### src/rtl/neuron_mac_preact_pkg.sv
// Shared types and defaults for the neuron MAC pre-activation stage.
// Fixed-point defaults, FSM state encoding and a counter-width helper.
package neuron_mac_preact_pkg;

  localparam int DEF_N   = 32;
  localparam int DEF_Q   = 16;
  localparam int DEF_LEN = 16;

  typedef enum logic [2:0] {
    S_IDLE,
    S_ACCUM,
    S_DRAIN,
    S_FINAL,
    S_OUT
  } state_t;

  function automatic int cnt_w(input int len);
    return (len > 1) ? $clog2(len) : 1;
  endfunction

endpackage

### src/rtl/neuron_mac_preact_if.sv
// Beat input and result output handshakes of the neuron MAC stage.
// master drives beats and accepts results; slave is the MAC itself.
interface neuron_mac_preact_if #(
  parameter int N = 32
);

  logic         in_valid;
  logic         in_ready;
  logic [N-1:0] x;
  logic [N-1:0] w;
  logic [N-1:0] pre_act;
  logic         out_valid;
  logic         out_ready;
  logic         sat;

  modport master (
    output in_valid, x, w, out_ready,
    input  in_ready, pre_act, out_valid, sat
  );

  modport slave (
    input  in_valid, x, w, out_ready,
    output in_ready, pre_act, out_valid, sat
  );

endinterface

### src/rtl/neuron_mac_preact_smul.sv
// Registered signed N x N -> 2N multiplier with load enable.
// Product register holds its value while en is low.
module fxp_smul_reg #(
  parameter int N = 32
) (
  input  logic                  clk,
  input  logic                  rst,
  input  logic                  en,
  input  logic [N-1:0]          a,
  input  logic [N-1:0]          b,
  output logic signed [2*N-1:0] p
);

  logic signed [2*N-1:0] a_ext;
  logic signed [2*N-1:0] b_ext;

  assign a_ext = {{N{a[N-1]}}, a};
  assign b_ext = {{N{b[N-1]}}, b};

  always_ff @(posedge clk or negedge rst) begin
    if (!rst) begin
      p <= '0;
    end else if (en) begin
      p <= a_ext * b_ext;
    end
  end

endmodule

### src/rtl/neuron_mac_preact.sv
// Streaming fixed-point MAC for one dense-layer neuron.
// Accumulates LEN x*w beats onto the bias, then rounds and saturates.
module neuron_mac_preact
  import neuron_mac_preact_pkg::*;
#(
  parameter int N     = DEF_N,
  parameter int Q     = DEF_Q,
  parameter int LEN   = DEF_LEN,
  parameter int ACC_W = 2*N + $clog2(LEN) + 1
) (
  input  logic               clk,
  input  logic               rst,
  input  logic               start,
  input  logic [N-1:0]       bias,
  output logic               busy,
  neuron_mac_preact_if.slave io
);

  localparam int CW = cnt_w(LEN);
  localparam logic [CW-1:0] LAST = CW'(LEN - 1);

  localparam logic [N-1:0] FXP_MAX = {1'b0, {(N-1){1'b1}}};
  localparam logic [N-1:0] FXP_MIN = {1'b1, {(N-1){1'b0}}};

  localparam logic signed [ACC_W-1:0] HALF =
    ACC_W'(1) << (Q - 1);
  localparam logic signed [ACC_W-1:0] SMAX =
    {{(ACC_W-N+1){1'b0}}, {(N-1){1'b1}}};
  localparam logic signed [ACC_W-1:0] SMIN =
    {{(ACC_W-N+1){1'b1}}, {(N-1){1'b0}}};

  state_t                  state;
  logic [CW-1:0]           cnt;
  logic signed [ACC_W-1:0] acc;
  logic signed [ACC_W-1:0] r;
  logic signed [ACC_W-1:0] prod_ext;
  logic signed [ACC_W-1:0] bias_ext;
  logic signed [2*N-1:0]   prod;
  logic                    prod_vld;
  logic                    beat;
  logic [N-1:0]            pre_act;
  logic                    out_valid;
  logic                    sat;

  assign beat         = io.in_valid && (state == S_ACCUM);
  assign io.in_ready  = (state == S_ACCUM);
  assign busy         = (state != S_IDLE);
  assign io.pre_act   = pre_act;
  assign io.out_valid = out_valid;
  assign io.sat       = sat;

  assign prod_ext = {{(ACC_W-2*N){prod[2*N-1]}}, prod};
  assign bias_ext = {{(ACC_W-N-Q){bias[N-1]}}, bias, {Q{1'b0}}};

  // round half toward +inf, then drop the Q extra fraction bits
  assign r = (acc + HALF) >>> Q;

  fxp_smul_reg #(
    .N(N)
  ) u_mul (
    .clk(clk),
    .rst(rst),
    .en (beat),
    .a  (io.x),
    .b  (io.w),
    .p  (prod)
  );

  always_ff @(posedge clk or negedge rst) begin
    if (!rst) begin
      state     <= S_IDLE;
      cnt       <= '0;
      acc       <= '0;
      prod_vld  <= 1'b0;
      pre_act   <= '0;
      sat       <= 1'b0;
      out_valid <= 1'b0;
    end else begin
      prod_vld <= beat;
      if (prod_vld) begin
        acc <= acc + prod_ext;
      end
      unique case (state)
        S_IDLE: begin
          if (start) begin
            acc   <= bias_ext;
            cnt   <= '0;
            state <= S_ACCUM;
          end
        end
        S_ACCUM: begin
          if (beat) begin
            if (cnt == LAST) begin
              cnt   <= '0;
              state <= S_DRAIN;
            end else begin
              cnt <= cnt + CW'(1);
            end
          end
        end
        S_DRAIN: begin
          state <= S_FINAL;
        end
        S_FINAL: begin
          if (r > SMAX) begin
            pre_act <= FXP_MAX;
            sat     <= 1'b1;
          end else if (r < SMIN) begin
            pre_act <= FXP_MIN;
            sat     <= 1'b1;
          end else begin
            pre_act <= r[N-1:0];
            sat     <= 1'b0;
          end
          state <= S_OUT;
        end
        S_OUT: begin
          if (!out_valid) begin
            out_valid <= 1'b1;
          end else if (io.out_ready) begin
            out_valid <= 1'b0;
            state     <= S_IDLE;
          end
        end
        default: begin
          state <= S_IDLE;
        end
      endcase
    end
  end

endmodule

### src/flat_wrapper.sv
// flat-port wrapper written by rule: the top's interface ports become plain ports
module neuron_mac_preact_flat import neuron_mac_preact_pkg::*;
#(
  parameter int N     = DEF_N,
  parameter int Q     = DEF_Q,
  parameter int LEN   = DEF_LEN,
  parameter int ACC_W = 2*N + $clog2(LEN) + 1
)
  (clk, rst, start, bias, busy, io_in_valid, io_x, io_w, io_out_ready, io_in_ready, io_pre_act, io_out_valid, io_sat);
  neuron_mac_preact_if #(.N(N)) io_i ();
  input  logic clk;
  input  logic rst;
  input  logic start;
  input  logic [N-1:0] bias;
  output logic busy;
  input wire logic [$bits(io_i.in_valid)-1:0] io_in_valid;
  input wire logic [$bits(io_i.x)-1:0] io_x;
  input wire logic [$bits(io_i.w)-1:0] io_w;
  input wire logic [$bits(io_i.out_ready)-1:0] io_out_ready;
  output wire logic [$bits(io_i.in_ready)-1:0] io_in_ready;
  output wire logic [$bits(io_i.pre_act)-1:0] io_pre_act;
  output wire logic [$bits(io_i.out_valid)-1:0] io_out_valid;
  output wire logic [$bits(io_i.sat)-1:0] io_sat;
  assign io_i.in_valid = io_in_valid;
  assign io_i.x = io_x;
  assign io_i.w = io_w;
  assign io_i.out_ready = io_out_ready;
  assign io_in_ready = io_i.in_ready;
  assign io_pre_act = io_i.pre_act;
  assign io_out_valid = io_i.out_valid;
  assign io_sat = io_i.sat;
  neuron_mac_preact #(.N(N), .Q(Q), .LEN(LEN), .ACC_W(ACC_W)) u_core (.clk(clk), .rst(rst), .start(start), .bias(bias), .busy(busy), .io(io_i));
endmodule
### config.mk
export PLATFORM = sky130hd
export DESIGN_NAME = neuron_mac_preact_flat
export DESIGN_NICKNAME = d
export VERILOG_FILES = /design/src/rtl/neuron_mac_preact_pkg.sv /design/src/rtl/neuron_mac_preact_if.sv /design/src/rtl/neuron_mac_preact_smul.sv /design/src/rtl/neuron_mac_preact.sv /design/src/flat_wrapper.sv
export SDC_FILE = /design/constraint.sdc
export NUM_CORES = 2
export LEC_CHECK = 0
export CAP_MARGIN = 20
export CORE_AREA = 4 4 321 323
export DETAILED_ROUTE_END_ITERATION = 8
export DIE_AREA = 0 0 325 327
export PLACE_DENSITY_LB_ADDON = 0.15
export SYNTH_ARGS = -nofsm -noshare
export SYNTH_HDL_FRONTEND = slang
export SYNTH_SLANG_ARGS = --single-unit
### constraint.sdc
create_clock -name clk -period 4.7 [get_ports clk]
set_input_delay 0.94 -clock clk [delete_from_list [all_inputs] [get_ports clk]]
set_output_delay 0.94 -clock clk [all_outputs]
set_load 0.05 [all_outputs]
; Yosys cells after proc, flatten, opt, wreduce, memory -nomap -nowiden
; Index checks and enable logic that the tools add are counted.
[totals]
ff_bits = 175
latchBits = 0
ramBits = 0
rom_bits = 0
input_bits = 101
word_cells = 49
mem_count = 0
[classes]
add_sub_neg = 3
multipliers = 1
div = 0
n_lt_le_gt_ge = 2
n_eq_ne = 10
n_shift = 0
mux = 19
bitwise_logic = 0
n_reduce_logical = 6
[op_table]
columns = op, n
row1 = 2-to-1 mux 69 bit, 3
row2 = "adder 69 x 17 -> 69 bit, second input constant", 1
row3 = adder 69 x 64 -> 69 bit, 1
row4 = multiplier 32 x 32 -> 64 bit, 1
row5 = 2-to-1 mux 32 bit, 2
row6 = "> comparator 53 x 32 -> 1 bit, second input constant", 1
row7 = "less-than comparator 53 x 32 -> 1 bit, second input constant", 1
row8 = 2-to-1 mux 3 bit, 5
row9 = one-hot mux 3 bit (5 select lines), 1
row10 = 2-to-1 mux 4 bit, 3
row11 = one-hot mux 4 bit (2 select lines), 1
row12 = "== test 3 x 2 -> 1 bit, second input constant", 2
row13 = "!= test 2 x 1 -> 1 bit, second input constant", 3
row14 = AND reduction 5 bit, 1
row15 = "adder 4 x 1 -> 4 bit, second input constant", 1
row16 = "== test 4 bit, second input constant", 1
row17 = 2-to-1 mux 1 bit, 4
row18 = "!= test 2 bit, second input constant", 2
row19 = "== test 3 x 1 -> 1 bit, second input constant", 1
row20 = "== test 3 bit, second input constant", 1
row21 = zero test 3 bit, 1
row22 = AND reduction 3 bit, 1
row23 = nonzero test 3 bit, 1
row24 = nonzero test 2 bit, 1
row25 = logical AND 1 bit, 1

; Logic depth before layout (Yosys ltp)
[logic_depth]
depth_word = 4
ltp_mapped = 30

; Hierarchy
; From an unflattened synthesis, not the netlist that was laid out.
[hier_totals]
hier_cells = 5450
hier_area_um2 = 49407.4
[by_module_without_submodules]
columns = mod, n_inst, cells_per_inst, area_per_inst_um2, seq_area_each_um2
row1 = fxp_smul_reg, 1, 4193, 39245.1, 1601.5
row2 = neuron_mac_preact, 1, 1257, 10162.2, 2777.7

; Worst setup path before layout
; OpenSTA, ideal clock, no wires.
[synth_path]
path_type = input to register
start = input port io_x[9]
end = register u_core.u_mul.p[63]
setup_time_ps = 129
arrival_time_ps = 8185
required_time_ps = 4571
path_slack_ps = -3614
stages = 28
path_buffers = 1
cell_sequence = clkbuf_1 > nand2_1 > fa_1 > inv_1 > fa_1 > fa_1 > inv_1 > fa_1 > inv_1 > fa_1 > inv_1 > fa_1 > inv_1 > fa_1 > fa_1 > ha_1 > a21o_1 > a21o_1 > a21oi_1 > o221ai_1 > a31o_2 > o21a_1 > o311a_1 > a311o_1 > o41ai_4 > o31ai_1 > xnor2_1 > o21ai_1
[synth_via]
elab_chain_len = 1
[synth_lines]
columns = item, line_no
row1 = "start, declared", flat_wrapper.sv:17  ; input wire logic [$bits(io_i.x)-1:0] io_x;
row2 = multiplier 32 x 32 -> 64 bit, neuron_mac_preact_smul.sv:24  ; p <= a_ext * b_ext;
row3 = "end signal, assigned", neuron_mac_preact_smul.sv:24
row4 = "end, declared", neuron_mac_preact_smul.sv:11  ; output logic signed [2*N-1:0] p
; Every way passes these cells.
; A chain may end at the register's enable or synchronous reset.

; Final worst setup path
[layout_path]
start = input port io_x[19]
end = register u_core.u_mul.p[55]
; The elaborated chain is that of the path after synthesis.

==> out/results.tsv <==
stage	metric	value	unit
cells_and_area	design_area	60260	um^2
placed_design	gp_congestion	0.9012	
timing	hold_viol_final	0	
clock_network	cts_max_level	4	
timing	finalSetupTns	-139370	ps
floorplan	num_rows	116	
status	status	finished, violations left	
hold_path	hp-class	reg2reg	
timing	rsz0062_at_grt	yes	
logic_synthesis	synth_edf_count	0	
drt	antenna_left	0	
logic_synthesis	ys_ff_latch	175	
floorplan	start_util	0.4791	
global_routing	grt_overflow_total	0	
global_routing	first_global_vias	40140	
timing	skew	10.32	ps
drt	totalWireLength	147500	um
cells_and_area	fin_util	0.6034	
logic_synthesis	ys_async_sr_fraction	1.000	
clock_network	clock_path_buffers	2	
timing	drv_slew	0	
drt	drt_iter0_markers	3075	
status	violations	setup timing	
logic_synthesis	ys_warn_count	0	
logic_synthesis	synth_largest_area_cell	fa_1	
logic_synthesis	synth_area_per_cell	9.190	um^2
worst_setup_path	arrival	8340	ps
floorplan	fp.dieArea	106300	um^2
logic_synthesis	synth_area_leaders	fa_1 45%, dfrtp_1 9.2%, inv_1 7.6%	
clock_network	clockRootBuffer	clkbuf_16	
cells_and_area	nets	7206	
logic_synthesis	synthesis.nets	6644	
floorplan	core	99860	um^2
placed_design	dp_hpwl	106700	um
worst_setup_path	critPathLaunchType	input port	
timing	fmax	124.7	MHz
drt	first_pass_iters	5	
logic_synthesis	yosysSeqAreaShare	0.09153	
worst_setup_path	cp.required	5020	ps
placed_design	io_buffers	136	
floorplan	die_w	325	um
clock_network	cts_tree	done	
clock_network	numCtsBuffers	17	
timing	period_share	1.706	
drt	routed_via_density	5.362	
timing	worst_slack	-3317	ps
cells_and_area	area_delta_synth_final	25.95	%
clock_network	clk_pin_slew_worst_paths	70	ps
placed_design	pre_cts_ws	-4271	ps
timing	finalWorstPathRequiredPeriod	8017	ps
global_routing	antenna_found_initial	5	
drt	routedWlPerCell	20.81	um
logic_synthesis	synth_top_flop_cell	dfrtp_1	
logic_synthesis	synth_area	47840	um^2
run	max-cap-violations	0	
placed_design	placed_area	54730	um^2
worst_setup_path	endpoint_kind	flip-flop	
floorplan	fp.dieH	327	um
logic_synthesis	yosys.area.top_type_share	0.4532	
timing	setup_violations	56	
timing	tightest_slew	951.1	ps
worst_setup_path	cp_max_fo	9	
cells_and_area	drive_gt1_frac	0.2174	
floorplan	ios	137	
global_routing	grt_max_degree	97	
logic_synthesis	yosysMostFrequentCell	fa_1	
logic_synthesis	synth_cell_types	84	
worst_setup_path	path_class	in2reg	
logic_synthesis	netlist_instances	5206	
cells_and_area	fillers	8374	
clock_network	cts_sinks	175	
global_routing	track_usage	0.2764	
logic_synthesis	synthTopCellsByCount	1083 x fa_1, 970 x inv_1, 694 x nand2_1, 529 x and2_1, 259 x clkbuf_1	
clock_network	worst_skew_pair.late_latency	450	ps
global_routing	grt_pass1_wl	230600	um
drt	vias	37990	
timing	slew_headroom	0.3659	
drt	drc_errors	0	
[what timing repair did]
item	4_1_cts	5_1_grt
gates cloned	53	11
pin swaps	214	244
buffers inserted	103	63
gates resized for setup	583	361
setup endpoints to repair	58	57
hold buffers	0	0
[critical path, cell delays in order]
cell       delay [ps]
buf_12            110
bufbuf_16         280
and2_4            160
fa_1              510
fa_1              510
inv_1              60
fa_1              500
fa_1              530
inv_1              70
fa_1              590
fa_1              440
fa_1              480
fa_2              620
ha_4              210
a21o_1            150
a21o_1            180
a211oi_2          180
o21ai_1            90
and4_1            210
o21a_1            130
o311a_1           330
a311o_1           330
o41ai_4           210
buf_4             190
buf_6              90
xor2_1            130
o21ai_1            70
[final timing paths]
check                      cells after the start                    to  slack, ps               start
setup / recovery                              27    u_core.u_mul.p[55]      -3320            io_x[19]
hold / removal                                 2    u_core.u_mul.p[49]        490  u_core.u_mul.p[49]
setup reg to reg                              14        u_core.acc[56]        540   u_core.u_mul.p[0]
hold reg to reg                                2    u_core.u_mul.p[49]        490  u_core.u_mul.p[49]
max in group asynchronous                      2       u_core.prod_vld       2990                 rst
min in group asynchronous                      1  u_core.io.pre_act[2]        530                 rst
[sequential cells by signal, indices dropped and copies added (netlist names)]
| signal | flops |
|---|---|
| u_core.acc | 69 |
| u_core.io.sat | 1 |
| u_core.state | 3 |
| u_core.io.out_valid | 1 |
| u_core.cnt | 4 |
| u_core.u_mul.p | 64 |
| u_core.prod_vld | 1 |
| u_core.io.pre_act | 32 |
[layer usage]
metal  GRT usage  part of all wire
met1      0.4028              0.44
met2      0.4277              0.44
met3     0.05120             0.086
met4     0.07316             0.037
met5           0          0.000088
[kinds of logic after synthesis]
group / synth area share
and+or+nand+nor: 0.1677
AOI/OAI and AO/OA: 0.08052
muxes: 0.01051
buffers and inverters: 0.09904
adders and majority gates: 0.5196
xor gates and xnor gates: 0.03112
DFF: 0.09153
[final cells by class]
type | count | area, um^2 | share of cell area
antenna | 6 | 15.01 | 0.0002492
clock buffer | 19 | 452.9 | 0.007517
clock inverter | 13 | 152.6 | 0.002533
inverter | 971 | 3657 | 0.06069
multi-input combinational | 3783 | 40770 | 0.6765
sequential | 175 | 4383 | 0.07274
tap | 1298 | 1624 | 0.02695
timing repair buffer | 820 | 9208 | 0.1528
[metrics by stage]
stage,std cells,hold slack [ps]
floorplan,5206,445.3
global placement,6847,469.2
detailed placement,6847,480.2
CTS,7028,498.9
global route,7079,518.7
finish,7085,491.2
[placed cells by master, fill, tap and decap left out, types with 19 or more instances in the layout]
master           synthesis  final
clkbuf_16                0     28
a21oi_1                171    141
o21bai_1                22     21
xnor2_1                 87     67
buf_16                   0     22
bufbuf_16                0     27
o21ai_0                163     96
inv_1                  970    906
inv_2                    0     61
xnor2_2                  0     19
nand2b_1                28     27
nor2_1                 167    158
fa_2                     0    123
and2_4                   0     72
buf_12                   0     84
fa_1                  1083    960
mux2i_1                 48     48
nand4_1                 38     38
a21o_1                  74     74
a21oi_2                  0     23
o22a_1                  33     33
ha_1                   254    200
nand3_1                 52     47
buf_8                    0     20
xor2_1                  83     79
ha_4                     0     50
nor3_1                  22     19
o21ai_1                 13     65
buf_4                    0    452
clkdlybuf4s50_1          0     71
nand2_1                694    675
dfrtp_1                175    174
and3_1                  22     21
and2_1                 529    456
buf_6                    7    106
Power is not shown: default switching activity piles up to over one toggle a cycle in this logic, so the estimate is an artifact.
